## src/rtl/dmem_arbiter.sv

```systemverilog
// dmem_arbiter: two-port (A = CPU LSU, B = debug/DMA) arbiter and access
// sequencer for the shared data SRAM. Each granted access walks
// IDLE -> GRANT -> ACCESS (ACCESS_CYCLES) -> RESP -> IDLE and ends with a
// one-cycle ack to the winner.
module dmem_arbiter #(
  parameter int DATA_WIDTH    = 8,
  parameter int D_ADDR_WIDTH  = 7,
  parameter int ACCESS_CYCLES = 1,
  parameter int FIXED_PRIO    = 0
) (
  input  logic                    clk,
  input  logic                    reset,
  input  logic                    a_req,
  input  logic                    a_we,
  input  logic [D_ADDR_WIDTH-1:0] a_addr,
  input  logic [DATA_WIDTH-1:0]   a_wdata,
  output logic                    a_ack,
  output logic [DATA_WIDTH-1:0]   a_rdata,
  input  logic                    b_req,
  input  logic                    b_we,
  input  logic [D_ADDR_WIDTH-1:0] b_addr,
  input  logic [DATA_WIDTH-1:0]   b_wdata,
  output logic                    b_ack,
  output logic [DATA_WIDTH-1:0]   b_rdata,
  output logic                    mem_cs,
  output logic                    mem_we,
  output logic                    mem_oe,
  output logic [D_ADDR_WIDTH-1:0] mem_addr,
  output logic [DATA_WIDTH-1:0]   mem_wdata,
  input  logic [DATA_WIDTH-1:0]   mem_rdata,
  output logic                    busy,
  output logic                    owner
);

  typedef enum logic [1:0] {S_IDLE, S_GRANT, S_ACCESS, S_RESP} state_e;

  // Counter counts down to 0 on the final ACCESS cycle.
  localparam logic [3:0] CNT_LOAD = 4'(ACCESS_CYCLES - 1);

  state_e                  state_q, state_d;
  logic [3:0]              cnt_q, cnt_d;
  logic                    we_q;
  logic [D_ADDR_WIDTH-1:0] addr_q;
  logic [DATA_WIDTH-1:0]   wdata_q;
  logic                    owner_q;
  logic                    prio_q;    // port that wins the next tie (0 = A)
  logic [DATA_WIDTH-1:0]   a_rdata_q, b_rdata_q;
  logic                    win_b;
  logic                    start;
  logic                    last_acc;

  assign start    = (state_q == S_IDLE) && (a_req || b_req);
  assign last_acc = (state_q == S_ACCESS) && (cnt_q == 4'd0);

  // Winner select: a lone requester wins; ties go to A or to the round-robin pointer.
  always_comb begin
    win_b = b_req;
    if (a_req && b_req) win_b = (FIXED_PRIO != 0) ? 1'b0 : prio_q;
  end

  // State register and access-length counter.
  always_ff @(posedge clk or negedge reset) begin
    if (!reset) begin
      state_q <= S_IDLE;
      cnt_q   <= 4'd0;
    end else begin
      state_q <= state_d;
      cnt_q   <= cnt_d;
    end
  end

  // Next-state logic for the fixed-length access window.
  always_comb begin
    state_d = state_q;
    cnt_d   = cnt_q;
    case (state_q)
      S_IDLE:   if (a_req || b_req) state_d = S_GRANT;
      S_GRANT: begin
        state_d = S_ACCESS;
        cnt_d   = CNT_LOAD;
      end
      S_ACCESS: begin
        if (cnt_q == 4'd0) state_d = S_RESP;
        else               cnt_d   = cnt_q - 4'd1;
      end
      S_RESP:   state_d = S_IDLE;
      default:  state_d = S_IDLE;
    endcase
  end

  // Latch the winning request at grant time and capture read data on the last ACCESS edge.
  always_ff @(posedge clk or negedge reset) begin
    if (!reset) begin
      we_q      <= 1'b0;
      addr_q    <= '0;
      wdata_q   <= '0;
      owner_q   <= 1'b0;
      prio_q    <= 1'b0;
      a_rdata_q <= '0;
      b_rdata_q <= '0;
    end else begin
      if (start) begin
        we_q    <= win_b ? b_we    : a_we;
        addr_q  <= win_b ? b_addr  : a_addr;
        wdata_q <= win_b ? b_wdata : a_wdata;
        owner_q <= win_b;
        prio_q  <= ~win_b;
      end
      if (last_acc && !we_q) begin
        if (owner_q) b_rdata_q <= mem_rdata;
        else         a_rdata_q <= mem_rdata;
      end
    end
  end

  // SRAM strobes only in ACCESS; address/data parked at 0 while idle.
  assign mem_cs    = (state_q == S_ACCESS);
  assign mem_we    = mem_cs &  we_q;
  assign mem_oe    = mem_cs & ~we_q;
  assign mem_addr  = (state_q == S_IDLE) ? '0 : addr_q;
  assign mem_wdata = (state_q == S_IDLE) ? '0 : wdata_q;
  assign a_ack     = (state_q == S_RESP) & ~owner_q;
  assign b_ack     = (state_q == S_RESP) &  owner_q;
  assign a_rdata   = a_rdata_q;
  assign b_rdata   = b_rdata_q;
  assign busy      = (state_q != S_IDLE);
  assign owner     = owner_q;

endmodule

```

## config.mk

```make
export PLATFORM = sky130hd
export DESIGN_NAME = dmem_arbiter
export DESIGN_NICKNAME = d
export VERILOG_FILES = /design/src/rtl/dmem_arbiter.sv
export SDC_FILE = /design/constraint.sdc
export NUM_CORES = 1
export LEC_CHECK = 0
export ABC_AREA = 1
export CORE_AREA = 2 2 71 73
export DETAILED_ROUTE_END_ITERATION = 7
export DIE_AREA = 0 0 73 75
export PLACE_DENSITY = 0.79
export SYNTH_ARGS = -nofsm -noshare
export SYNTH_HDL_FRONTEND = slang
export SYNTH_SLANG_ARGS = --single-unit
```

## constraint.sdc

```tcl
create_clock -name clk -period 1.6 [get_ports clk]
set_input_delay 0.16 -clock clk [delete_from_list [all_inputs] [get_ports clk]]
set_output_delay 0.16 -clock clk [all_outputs]
set_load 0.01 [all_outputs]
```

==> impl_metrics.py, run 1 <==
metrics = {
    "run_status": {
        "status": "finished clean",
    },
    "placement": {
        "port_buffers": 81,
        "hpwlAfterDp_mm": 3.43,
        "place.gp.congestion": 0.736,
        "placed_cells": 382,
    },
    "logic_synthesis": {
        "synth_cell_types": 23,
        "synth_top_area_frac": 0.503,
        "synth_top_cell_by_area": "dfrtp_1",
        "yosysMostFrequentCell": "nand2_1",
        "synth_flop_cell": "dfrtp_1",
        "synth_edf_count": 0,
        "async_flop_share": 1.00,
        "synth_area_leaders": "dfrtp_1, nand2_1, inv_1, nand3_1, o21ai_1",
        "synth_cells": 245,
        "ys_warn_count": 0,
        "syn_nets": 294,
        "syn_area_sq_um": 1990,
        "seq_area_frac_synth": 0.503,
        "synthTopCellsByCount": "nand2_1, dfrtp_1, inv_1",
        "syn_avg_cell_area_sq_um": 8.11,
        "synth-seq-cells": 40,
    },
    "global_routing": {
        "antenna_found_initial": 0,
        "grt_util_all_layers": 0.182,
        "grt_max_degree": 29,
        "grt_pass1_vias": 1830,
        "grt_overflow": 0,
        "grt_pass1_wl_mm": 7.74,
    },
    "cts": {
        "cts_tree": "yes",
        "cts_sinks": 40,
        "clk_latency_ps": 300,
        "clock-root-buffer": "clkbuf_8",
        "h-tree-depth": 2,
        "cts_buffer_depth": 2,
        "cts_buffers": 5,
        "clkSlewWorstSetupHoldPaths_ps": 80,
    },
    "cells_and_area": {
        "instances_no_fill": 395,
        "nNetsFinal": 389,
        "final_util": 0.651,
        "diodes": 0,
        "drive_gt1_frac": 0.179,
        "area_growth_syn_to_layout_pct": 52.5,
    },
    "drt": {
        "drt-total-wl_mm": 4.72,
        "first_pass_iters": 4,
        "drc": 0,
        "vias_per_cell": 4.73,
        "vias": 1869,
        "antenna_left": 0,
        "drtIter0Drc": 126,
        "routedWlPerCell_microns": 12.0,
    },
    "sta": {
        "min_period_ps": 1550,
        "fmax_ghz": 0.645,
        "setup-violations-final": 0,
        "fin_crit_sh": 0.970,
        "rsz0062_at_grt": "false",
        "tns_ps": 0,
        "finClkSkew_ps": 11.5,
        "worst_pin_slew_ps": 602,
        "slew_viol_final": 0,
        "timing.slew.headroom": 0.599,
        "hold_viol_final": 0,
    },
    "min_path": {
        "worstHoldPathType": "primary input to asynchronous set/reset pin",
    },
    "pwr": {
        "swShare": 0.400,
        "finalPower_mw": 5.71,
        "p_clk_frac": 0.116,
        "p_switching_mw": 2.29,
        "seq_power_share": 0.321,
        "power_frac_comb": 0.564,
        "leakage_nw": 1.53,
        "internal-power_mw": 3.43,
        "irDropWorstVdd_v": 0.000915,
        "power_density_nw_per_um2": 1880,
    },
    "critical_path": {
        "arrival_ps": 1390,
        "reg2reg_slack_ps": 60,
        "critical_path.top_delay_family": "buffers and inverters",
        "reg2regPathDepth": 9,
        "crit_required_ps": 1440,
        "cpPeakStageDelay_ps": 410,
        "critical_path.max_fanout": 3,
        "crit_type": "register to output port",
        "path_depth": 5,
        "worstPathCellList": "buf_4, ha_2, nand2_1, inv_1, dlygate4sd2_1",
        "endpoint_kind": "output port",
        "crit_slowest_cell": "dfrtp_1",
        "critPathBufInv": 3,
        "critPathLaunchType": "register",
    },
    "floorplanning": {
        "rows": 25,
        "coreArea_sq_um": 4660,
        "initial_core_util": 0.427,
        "die_w_microns": 73,
        "dieArea_sq_um": 5480,
        "die_y_microns": 75,
        "io_pins": 82,
    },
    "run": {
        "cap_violations": 0,
    },
}
==> cell type report <==
| type | instances | area (sq um) |
|---|---|---|
| Timing Repair Buffer | 97 | 917 |
| Clock inverter | 3 | 18.8 |
| Sequential cell | 40 | 1000 |
| Multi-Input combinational cell | 157 | 813 |
| Clock buffer | 5 | 68.8 |
| Tap cell | 54 | 67.6 |
| Inverter | 39 | 146 |
| Fill cell | 390 | 1630 |
==> registers in the layout (all words and copies together), names as in the netlist <==
name / count
wdata_q: 8
addr_q: 7
we_q: 1
cnt_q: 4
a_rdata: 8
b_rdata: 8
owner: 1
prio_q: 1
state_q: 2
==> repair_timing <==
item | CTS | global route
gates cloned | 1 | 1
hold buffers | 1 | 0
setup buffers | 1 | 1
pin swaps | 1 | 0
setup endpoints to repair | 21 | 36
resized for setup | 51 | 24
endpoints found under the hold margin | 26 | 0
==> kinds of logic after synthesis <==
| kind of cell | after synthesis | synth area share |
|---|---|---|
| simple gates | 126 | 0.285 |
| compound gates | 26 | 0.0749 |
| fa+ha+maj | 5 | 0.0315 |
| buf+inv | 48 | 0.105 |
| flops | 40 | 0.503 |
==> worst paths after layout <==
kind	from	end
setup reg to reg	state_q[0]	addr_q[1]
hold reg to reg	cnt_q[0]	cnt_q[0]
hold / removal	reset	owner
setup / recovery	state_q[1]	b_ack
max in group asynchronous	reset	addr_q[3]
min in group clk	a_wdata[4]	wdata_q[4]
==> cells in the final DEF (no fill, tap or decap), types with 3 or more instances in the layout <==
cell type and instances:
buf_12 3, buf_2 9, buf_4 10, clkbuf_2 9, clkbuf_8 5, clkdlybuf4s15_1 3
clkdlybuf4s50_1 59, dfrtp_1 40, inv_1 32, inv_2 7, nand2_1 78, nand3_1 19
nor2_1 21, o21ai_1 19
==> stage by stage <==
| step | instance area, sq um | setup WS, ps | hold WS [ps] |
|---|---|---|---|
| after floorplan | 1990 | 56.8 | -136 |
| after global placement | 2920 | 37.9 | 204 |
| after detailed placement | 2920 | -27.7 | 207 |
| after CTS | 3040 | -66.1 | 405 |
| after global routing | 3030 | 3.96 | 428 |
| final | 3030 | 48.6 | 406 |
==> routing by layer <==
layer	routed length, microns	global-route usage
met5	0	0
met4	57	0.0638
met3	309	0.0428
met2	2350	0.328
met1	2000	0.213
==> power groups by stage <==
stage	logic, mW	registers, mW	clock network [mW]
2_1_floorplan	1.59	1.90	0
3_3_place_gp	3.14	1.83	0
3_5_place_dp	3.24	1.84	0
4_1_cts	3.25	1.83	0.680
5_1_grt	3.58	1.90	0.717
6_report	3.22	1.83	0.661
Power figures use the tool's default switching activity.
==> run 2: changes to the inputs <==
--- a/config.mk
+++ b/config.mk
@@ -7,6 +7,7 @@
 export LEC_CHECK = 0
 export ABC_AREA = 1
 export CORE_AREA = 2 2 71 73
+export CTS_BUF_LIST = sky130_fd_sc_hd__clkbuf_8
 export DETAILED_ROUTE_END_ITERATION = 7
 export DIE_AREA = 0 0 73 75
 export PLACE_DENSITY = 0.79
==> results of run 2 <==
The final DEF is identical to that of run 1; final timing and power are the same.
